`config.mk`:
```
export PLATFORM = sky130hd
export DESIGN_NAME = addac_n
export DESIGN_NICKNAME = d
export VERILOG_FILES = /design/src/rtl/addac_pkg.sv /design/src/rtl/addac_alu.sv /design/src/rtl/addac_n.sv
export SDC_FILE = /design/constraint.sdc
export NUM_CORES = 1
export LEC_CHECK = 0
export CAP_MARGIN = 5
export CORE_ASPECT_RATIO = 0.9
export CORE_UTILIZATION = 52
export CTS_CLUSTER_DIAMETER = 200
export DETAILED_ROUTE_END_ITERATION = 6
export PLACE_DENSITY = 0.8
export SLEW_MARGIN = 20
export SYNTH_ARGS = -nofsm -noshare
export SYNTH_HDL_FRONTEND = slang
export SYNTH_SLANG_ARGS = --single-unit
```
`constraint.sdc`:
```
create_clock -name clk -period 2.6 [get_ports clk]
set_clock_uncertainty 0.2 [all_clocks]
set_input_delay 0.65 -clock clk [delete_from_list [all_inputs] [get_ports clk]]
set_output_delay 0.65 -clock clk [all_outputs]
set_load 0.01 [all_outputs]
```
`src/rtl/addac_pkg.sv`:
```
// Shared types for the addac_n accumulator: operation codes, FSM states and
// a helper that sizes the beat counter.
package addac_pkg;

  typedef enum logic [1:0] {
    OP_LOAD = 2'b00,
    OP_ADD  = 2'b01,
    OP_SUB  = 2'b10,
    OP_HOLD = 2'b11
  } addac_op_t;

  typedef enum logic {
    ST_ACC  = 1'b0,
    ST_DONE = 1'b1
  } addac_state_t;

  // Counter must represent 0..max_beats inclusive.
  function automatic int cnt_width(input int max_beats);
    return $clog2(max_beats + 1);
  endfunction

endpackage

```
`src/rtl/addac_alu.sv`:
```
// Combinational accumulate step: computes the next accumulator value and the
// carry/borrow for one operand beat, optionally saturating.
module addac_alu
  import addac_pkg::*;
#(
  parameter int W   = 8,
  parameter int SAT = 0
) (
  input  logic [W-1:0] acc,
  input  logic [W-1:0] a,
  input  addac_op_t    op,
  output logic [W-1:0] next_acc,
  output logic         carry
);

  logic [W:0]   w_sum;
  logic [W-1:0] w_diff;
  logic         w_borrow;

  assign w_sum    = {1'b0, acc} + {1'b0, a};
  assign w_diff   = acc - a;
  assign w_borrow = (acc < a);

  always_comb begin
    next_acc = acc;
    carry    = 1'b0;
    unique case (op)
      OP_LOAD: next_acc = a;
      OP_ADD: begin
        carry    = w_sum[W];
        next_acc = ((SAT != 0) && w_sum[W]) ? {W{1'b1}} : w_sum[W-1:0];
      end
      OP_SUB: begin
        carry    = w_borrow;
        next_acc = ((SAT != 0) && w_borrow) ? '0 : w_diff;
      end
      default: next_acc = acc;
    endcase
  end

endmodule

```
`src/rtl/addac_n.sv`:
```
// Framed W-bit accumulator: accepts operand beats on a valid/ready stream,
// closes a frame on in_last or MAX_BEATS beats and holds the result until taken.
module addac_n
  import addac_pkg::*;
#(
  parameter int  W           = 8,
  parameter int  MAX_BEATS   = 16,
  parameter int  SAT         = 0,
  parameter int  CLR_ON_DONE = 1,
  localparam int CW          = cnt_width(MAX_BEATS)
) (
  input  logic          clk,
  input  logic          rst,
  input  logic [W-1:0]  a,
  input  logic [1:0]    sel,
  input  logic          in_valid,
  input  logic          in_last,
  output logic          in_ready,
  output logic [W-1:0]  s,
  output logic          cout,
  output logic          ovf,
  output logic [CW-1:0] beat_cnt,
  output logic          out_valid,
  input  logic          out_ready
);

  addac_state_t  r_state, w_state_nxt;
  logic [W-1:0]  r_s;
  logic          r_cout;
  logic          r_ovf;
  logic [CW-1:0] r_cnt;

  logic [W-1:0]  w_alu_s;
  logic          w_alu_c;
  logic          w_accept;
  logic          w_out_hs;
  logic [CW-1:0] w_cnt_inc;
  logic          w_close;

  addac_alu #(.W(W), .SAT(SAT)) u_alu (
    .acc      (r_s),
    .a        (a),
    .op       (addac_op_t'(sel)),
    .next_acc (w_alu_s),
    .carry    (w_alu_c)
  );

  assign w_accept  = in_valid && (r_state == ST_ACC);
  assign w_out_hs  = out_ready && (r_state == ST_DONE);
  assign w_cnt_inc = r_cnt + CW'(1);
  assign w_close   = in_last || (w_cnt_inc == CW'(MAX_BEATS));

  always_comb begin
    w_state_nxt = r_state;
    unique case (r_state)
      ST_ACC:  if (w_accept && w_close) w_state_nxt = ST_DONE;
      ST_DONE: if (w_out_hs) w_state_nxt = ST_ACC;
      default: w_state_nxt = ST_ACC;
    endcase
  end

  always_ff @(posedge clk or posedge rst) begin
    if (rst) r_state <= ST_ACC;
    else     r_state <= w_state_nxt;
  end

  // Datapath only moves on an accepted beat or the output handshake; the
  // operand inputs are never looked at otherwise.
  always_ff @(posedge clk or posedge rst) begin
    if (rst) begin
      r_s    <= '0;
      r_cout <= 1'b0;
      r_ovf  <= 1'b0;
      r_cnt  <= '0;
    end else if (w_accept) begin
      r_s    <= w_alu_s;
      r_cout <= w_alu_c;
      r_ovf  <= r_ovf | w_alu_c;
      r_cnt  <= w_cnt_inc;
    end else if (w_out_hs) begin
      r_cout <= 1'b0;
      r_ovf  <= 1'b0;
      r_cnt  <= '0;
      if (CLR_ON_DONE != 0) r_s <= '0;
    end
  end

  assign in_ready  = (r_state == ST_ACC);
  assign out_valid = (r_state == ST_DONE);
  assign s         = r_s;
  assign cout      = r_cout;
  assign ovf       = r_ovf;
  assign beat_cnt  = r_cnt;

endmodule

```
### After elaboration in Yosys (flattened, before gate mapping)

Cells that the tools add are included.

| storage, ports and cells | value |
|---|---|
| flip-flop bits (word level) | 16 |
| input port bits | 15 |
| output and inout port bits | 17 |
| logic and storage cells | 34 |

| operators by class | value |
|---|---|
| add/sub/neg operators | 3 |
| $lt $le $gt $ge | 1 |
| equality and inequality tests | 4 |
| mux-type cells | 12 |
| bitwise logic cells | 2 |
| reduce and logical (&&, ||, !) cells | 7 |

Operator list:

| operator | count |
|---|---|
| 8-bit case mux with 3 select lines | 1 |
| 8-bit 2-to-1 mux | 2 |
| 5-bit 2-to-1 mux | 2 |
| 8-bit by 8-bit adder with 9-bit output | 1 |
| 8-bit less-than comparator | 1 |
| 8-bit subtractor | 1 |
| 5-bit by 1-bit adder with 5-bit output (second input constant) | 1 |
| 5-bit == test (second input constant) | 1 |
| 1-bit 2-to-1 mux | 5 |
| 4-bit by 1-bit inequality test with 1-bit output (second input constant) | 1 |
| 1-bit case mux with 2 select lines | 2 |
| 1-bit logical AND | 3 |
| 2-bit by 1-bit == test with 1-bit output (second input constant) | 1 |
| 2-bit == test (second input constant) | 1 |
| 2-bit zero test | 1 |
| 2-bit AND reduction | 1 |
| 2-bit nonzero test | 1 |
| 1-bit logical OR | 1 |
| 1-bit inverter | 1 |
| 1-bit OR | 1 |

### Logic depth before layout (Yosys ltp)

Gate-level depths: netlist of the first run.

| depth | value |
|---|---|
| depth in word-level cells | 6 |
| mapped depth | 9 |

### Modules after synthesis

Synthesis of the first run repeated with hierarchy kept, for this count alone.

| second synthesis, totals | value |
|---|---|
| cell total of the unflattened synthesis | 207 |
| area total of the unflattened synthesis | 1813.0 µm² |

By module, submodules not included:

| module | times used | cells an instance | area an instance (µm²) | sequential area each (µm²) |
|---|---|---|---|---|
| addac_alu | 1 | 148 | 1071.0 | 0.0 |
| addac_n | 1 | 59 | 742.0 | 400.4 |

### Worst setup path before layout of the first run

OpenSTA, ideal clock, no wires.

| path | value |
|---|---|
| kind | input-to-reg |
| start point | in sel[0] |
| end point | reg r_s[5], in the netlist s[5] |
| setup time | 0.094 ns |
| data arrival time | 2.132 ns |
| data required time | 2.306 ns |
| path slack | 0.175 ns |
| stages on the path | 9 |
| cells stage by stage | inv_1 ha_1 buf_6 or3_4 a21oi_4 nand2_2 and3_4 o311a_1 a211oi_1 |

| between the ends | value |
|---|---|
| word-level cells in the longest chain between the ends | 3 |
| elaborated cells between the ends (all ways) | 7 |

RTL lines:

| what | line | source |
|---|---|---|
| start, declared | addac_n.sv:15 | `input logic [1:0] sel,` |
| 2-bit == test (tied with other cells) | addac_alu.sv:27 | `unique case (op)` |
| 8-bit case mux with 3 select lines / 4-bit by 1-bit inequality test with 1-bit output (equally long branches) | -- |  |
| 8-bit 2-to-1 mux / 2-bit AND reduction (equally long branches) | -- |  |
| end signal, assigned | addac_n.sv:76 | `r_s <= w_alu_s;` |
| end, declared | addac_n.sv:28 | `logic [W-1:0] r_s;` |

Several ways; a longest one is shown, not always the timed one.
A chain may end at the register's enable or synchronous reset.

### Worst setup path in the final report of the first run

| path | value |
|---|---|
| start point | in a[3] |
| end point | reg r_s[7], in the netlist s[7] |

| between the ends | value |
|---|---|
| word-level cells in the longest chain between the ends | 3 |
| elaborated cells between the ends (all ways) | 4 |

RTL lines:

| what | line | source |
|---|---|---|
| start, declared | addac_n.sv:14 | `input logic [W-1:0] a,` |
| 8-bit subtractor / 8-bit by 8-bit adder with 9-bit output (equally long branches) | addac_alu.sv:21, addac_alu.sv:20 |  |
| 8-bit case mux with 3 select lines * | addac_alu.sv:27 |  |
| 8-bit 2-to-1 mux * | addac_n.sv:75 | `end else if (w_accept) begin` |

Mark *: on every way between the ends. The rest lies on a longest branch, timed or not.

==> flow_summary.toml, run 1 <==
[power_and_ir_drop]
ir_drop_mv = 0.509
power.density_mw_per_mm2 = 633
fin_total_pwr_mw = 1.45
power_leakage_nw = 1.06

[place]
dp_hpwl_um = 3440
pre_cts_ws_ps = -463
gp_congestion = 0.886
placed_area_mm2 = 0.00216
io_buffers = 31

[floorplanning]
die_h_um = 54.9
die_area_mm2 = 0.00334
row_count = 18
io_pins = 32
core_area_mm2 = 0.00284
initial_core_util_pct = 57.0
dieWidth_um = 60.8

[grt]
grt.total_usage_pct = 27.9
grt.overflow.total = 0
antenna_found_initial = 0
grt_pass1_vias = 1503
grt_pass1_wl_um = 6780
grt_max_degree = 17

[min_path]
hold_path.class = "reg2reg"
hold_depth = 2

[clock_tree]
cts_tree = "yes"
cts_hold_buf = 0
clk-insertion-delay-late_ps = 290
path_clk_slew_ps = 100
clock_sinks = 16
clockBufferDepth = 2
cts-root-buf = "clkbuf_4"
htree_num_levels = 1
cts_setup_buffers = 0
cts-buffers-inserted = 3

[sta]
maxSlewViolCount = 0
worstMarginPinSlew_ps = 663
timing.final.ws_setup_ps = 32.3
whs_ps = 299
fin_crit_ps = 2570
finalHoldViolCount = 0
rsz0062_at_grt = "yes"
relSlewSlack_pct = 55.7
max_freq_ghz = 0.389
fin_crit_sh_pct = 98.8
setup_violations = 0

[drt]
met1_length_um = 1960
first_pass_iters = 4
top_layer = "met4"
vias_per_cell = 5.74
wl_um = 4460
avgRoutedWirePerCell_um = 15.3
vias = 1676
drc = 0
dr_wl_met3_um = 280
drtIter0Drc = 82
wl_met2_um = 2180
ant_nets = 0

[synthesis]
syn_inst = 193
netlist_area_mm2 = 0.00162
ys_seq_area_share_pct = 24.8
synth_warnings = 0
ys_async_sr_fraction_pct = 100
synth_cell_types = 52
synth_seq_cells = 16
synth-edff-count = 0
avgSynthCellArea_um2 = 8.38
ys.flop_type = "dfrtp_1"
synth_nets = 231

[setup_path]
cp_max_fo = 7
cp.required_ps = 2580
crit_type = "in2reg"
cp.arrival_ps = 2550
cp-end-kind = "register"
rr_worst_depth = 9
critPathLaunchType = "input port"

[final_layout]
drive_above_1_share_pct = 23.8
mostFrequentLayoutCell = "buf_4"
n_antenna_cell = 0
fin_util_pct = 80.9
final_cell_mix = "buf_4, clkdlybuf4s50_1, nand2_1, inv_1"
fin_nets = 292
area_growth_pct = 42.0
final_area_mm2 = 0.00229

[status]
outcome = "completed"

[job]
maxCapViolCount = 0
[per-stage QoR]
stage	setup TNS (ps)	instances
finish	0	292
global route	-45.0	292
CTS	0	292
detailed placement	-3110	289
global placement	-2730	289
floorplan	0	193
[kinds of logic after synthesis]
kind of cell,after synthesis,share of synthesized area (%)
compound gates,66,29.1
xor+xnor,3,1.63
mux,1,0.619
fa+ha+maj,23,18.7
simple gates,53,16.1
buf+inv,31,9.06
flops,16,24.8
[registers in the layout (all words and copies together) (netlist names)]
name,flops
out_valid,1
cout,1
ovf,1
s,8
beat_cnt,5
[Yosys cell counts, types with 2 or more instances]
library cell  count  area (µm²)
a2111oi_0         2        17.5
a221o_2           2        22.5
ha_1             21         263
clkbuf_1          2        7.51
nor2b_1           4        25.0
o311a_1           2        20.0
a31oi_1           2        12.5
a22oi_1           4        30.0
o21ai_0          18        90.1
o21a_1            4        30.0
buf_6             3        33.8
o221ai_1          2        17.5
nand2b_1          2        12.5
nand2_1          22        82.6
a21o_1            3        22.5
fa_1              2        40.0
a211oi_1          2        15.0
o31ai_1           3        22.5
o211ai_1          2        15.0
nor2_1           10        37.5
xnor2_1           2        17.5
a21oi_1           8        40.0
inv_1            24        90.1
nor3_1            2        10.0
nand3_1           3        15.0
dfrtp_1          16         400
[timing repair]
action / 4_1_cts / 5_1_grt
resized for setup: 16 / 8
endpoints found under the setup margin: 7 / 3
pin swaps: 8 / 2
[final timing paths]
| path | slack (ps) | to | start |
|---|---|---|---|
| worst max register to register | 300 | s[4]$_DFFE_PP0P_ | s[0]$_DFFE_PP0P_ |
| worst max-delay path | 30 | s[7]$_DFFE_PP0P_ | a[3] |
| min in group asynchronous | 550 | beat_cnt[4]$_DFFE_PP0P_ | rst |
| worst min register to register | 300 | cout$_DFFE_PP0P_ | cout$_DFFE_PP0P_ |
| max in group asynchronous | 1220 | beat_cnt[0]$_DFFE_PP0P_ | rst |
| worst min-delay path | 300 | cout$_DFFE_PP0P_ | cout$_DFFE_PP0P_ |
[per-layer routing]
metal  vias up  GRT usage, %
li1        813             -
met1       794          36.8
met2        63          47.1
met3         6          5.12
met4         0          7.58
met5         -             0
[where the power goes]
group	switching, mW	internal (mW)	leakage (nW)
clock network	0.0804	0.0539	0.0138
registers	0.0900	0.311	0.208
logic	0.434	0.483	0.841
total	0.604	0.848	1.06
[critical path, stage by stage]
cell and delay [ps]:
clkdlybuf4s50_1 480, inv_1 60, ha_1 410, and3_1 240, nand2_1 80, o211a_1 250, a221oi_2 250, o21ai_0 120
[area by class of cell]
| type | count | area, µm² |
|---|---|---|
| inverters | 24 | 90.1 |
| repair buffers | 63 | 551 |
| multi-input cells | 146 | 1180 |
| flip-flops and latches | 16 | 400 |
| clock buffers | 3 | 22.5 |
| fillers | 193 | 543 |
| well taps | 40 | 50.0 |
No activity file was read; power rests on OpenSTA's default activity.
==> run 2, diff against run 1 <==
Settings changed: ABC_AREA set to 1.
==> run 2 against run 1 <==
First-iteration DRC count increased by 28%. Worst hold slack got worse by 4.2 ps. Critical path depth is 3 higher. Sequential share of layout area increased by 1.0 points. Final area decreased by 5.7%. Global-route usage decreased by 0.80 points. Cell count grew 16%. Non-clock buffer count down 12. Via count is 1.6% higher. Die area increased by 2.1%. Sequential power about the same. Critical endpoint is now s[4]$_DFFE_PP0P_. Largest cell class unchanged. Largest power group unchanged.
==> flow_summary.toml, run 2 <==
[status]
outcome = "completed"

[synthesis]
synth_warnings = 0
synth_seq_cells = 16
synth_cell_types = 32
syn_inst = 245
synth_most_common_cell = "nand2_1"
avgSynthCellArea_um2 = 6.74
netlist_area_mm2 = 0.00165
synth-edff-count = 0
yosysTopAreaCell = "dfrtp_1"
yosysTopAreaCellShare_pct = 24.2
synth_nets = 283
ys_async_sr_fraction_pct = 100
ys_seq_area_share_pct = 24.2
ys.flop_type = "dfrtp_1"
synth_commonest_cells = "nand2_1, inv_1, nand3_1, ha_1, nor2_1"
ys_top_cells_by_area = "dfrtp_1, nand2_1, ha_1, nand3_1, inv_1"

[grt]
grt.overflow.total = 0
grt_max_degree = 17
grt.total_usage_pct = 27.1
grt_pass1_wl_um = 6960
antenna_found_initial = 0
grt_pass1_vias = 1610

[final_layout]
area_growth_pct = 31.1
fin_cells = 338
mostFrequentLayoutCell = "nand2_1"
multi_input_area_mm2 = 0.00107
final_area_mm2 = 0.00216
final_cell_mix = "nand2_1, clkdlybuf4s50_1, inv_1, nand3_1, ha_1"
drive_above_1_share_pct = 12.8
fin_nets = 335
seq_area_um2 = 400
n_antenna_cell = 0
final.fill_count = 271
largest_register_ffs = 8

[sta]
whs_ps = 295
fin_crit_sh_pct = 94.1
worstMarginPinSlew_ps = 681
setup_violations = 0
fin_crit_ps = 2450
rsz0062_at_grt = "no"
relSlewSlack_pct = 54.5
maxSlewViolCount = 0
finalHoldViolCount = 0
tns_ps = 0
max_freq_ghz = 0.409

[drt]
avgRoutedWirePerCell_um = 12.2
drc = 0
vias = 1702
wl_um = 4120
vias_per_cell = 5.04
first_pass_iters = 4
ant_nets = 0
drtIter0Drc = 105

[power_and_ir_drop]
fin_total_pwr_mw = 1.47
power_leakage_nw = 1.19
ir_drop_mv = 0.447
power.density_mw_per_mm2 = 678

[place]
placed_area_mm2 = 0.00213
gp_congestion = 0.936
io_buffers = 31
dp_hpwl_um = 3250
place_inst = 334

[floorplanning]
dieWidth_um = 61.4
core_area_mm2 = 0.00304
die_h_um = 55.5
io_pins = 32
die_area_mm2 = 0.00341
initial_core_util_pct = 54.3
row_count = 19

[setup_path]
cp-end-kind = "register"
cp_max_fo = 3
cp.arrival_ps = 2440
cp.required_ps = 2590
crit_type = "in2reg"
worst_r2r_endpoint = "s[4]$_DFFE_PP0P_"
worstSetupEndpoint = "s[4]$_DFFE_PP0P_"
reg2reg_from = "s[0]$_DFFE_PP0P_"
setup.worst_path.start = "a[1]"
critPathLaunchType = "input port"
reg2reg_slack_ps = 470
rr_worst_depth = 12

[clock_tree]
cts_tree = "yes"
cts-root-buf = "clkbuf_4"
cts-buffers-inserted = 3
clock_sinks = 16
htree_num_levels = 1
clk-insertion-delay-late_ps = 290
path_clk_slew_ps = 110
clockBufferDepth = 2
cts_setup_buffers = 0

[min_path]
hold_path.class = "reg2reg"

[job]
maxCapViolCount = 0
## run 2: cell types whose count changed in the layout (fill, tap and decap cells not counted), sizes merged, moves of 3 or more
cell and delta:
nand3 +22, nor2 +7, o21a -3, nor2b -4
nand2 +58, buf -12, o21ai -9, inv +14
a22oi -4, a21oi +4, a21o -3
## run 2: how the worst min path moves through the flow
stage	from	endpoint	slack, ps	cells past startpoint
after floorplan	cout$_DFFE_PP0P_	cout$_DFFE_PP0P_	310	2
final	ovf$_DFFE_PP0P_	ovf$_DFFE_PP0P_	290	2
after CTS	ovf$_DFFE_PP0P_	ovf$_DFFE_PP0P_	300	2
after global routing	ovf$_DFFE_PP0P_	ovf$_DFFE_PP0P_	330	2
after detailed placement	ovf$_DFFE_PP0P_	ovf$_DFFE_PP0P_	270	2
after global placement	ovf$_DFFE_PP0P_	ovf$_DFFE_PP0P_	280	2
## run 2: final cells by class
| class | count | share of cell area (%) |
|---|---|---|
| well taps | 42 | 2.43 |
| inverters | 39 | 6.76 |
| repair buffers | 51 | 21.4 |
| clock buffers | 4 | 1.68 |
| multi-input cells | 186 | 49.2 |
| flip-flops and latches | 16 | 18.5 |
## run 2: repair_timing
action                                  CTS  global route
endpoints found under the setup margin    0             1
resized for setup                         0             1
hold buffers                              0             0
## run 2: kinds of logic after synthesis
kind of cell    Yosys count  share of synthesized area, %
buf+inv                  43                          11.2
fa+ha+maj                23                          18.3
xor+xnor                  2                          1.06
flops                    16                          24.2
simple gates            129                          32.7
compound gates           32                          12.5
## run 2: critical path, stage by stage
cell and delay (ps):
clkdlybuf4s50_1 500, inv_1 90, fa_1 450, nand2_1 100, nand2_1 70, and2_1 140, or2_1 200, nand3_1 60
nand3_1 70, nand2_1 60, nand2_1 50
## run 2: power by group
| group | internal, mW | switching [mW] |
|---|---|---|
| clock network | 0.0853 | 0.0891 |
| registers | 0.319 | 0.0833 |
| logic | 0.429 | 0.462 |
## run 2: stage by stage
stage / utilization (%) / worst slack (ps)
3_3_place_gp: 69.9 / -173
6_report: 71.1 / 152
2_1_floorplan: - / 387
3_5_place_dp: 69.9 / -211
5_1_grt: 71.1 / 36.9
4_1_cts: 71.1 / 92.3
## run 2: per-layer routing
layer | global-route usage, % | part of all wire [%]
met3 | 5.15 | 5.1
met4 | 6.98 | 1.1
met1 | 39.7 | 48
met2 | 40.8 | 46
met5 | 0 | 0
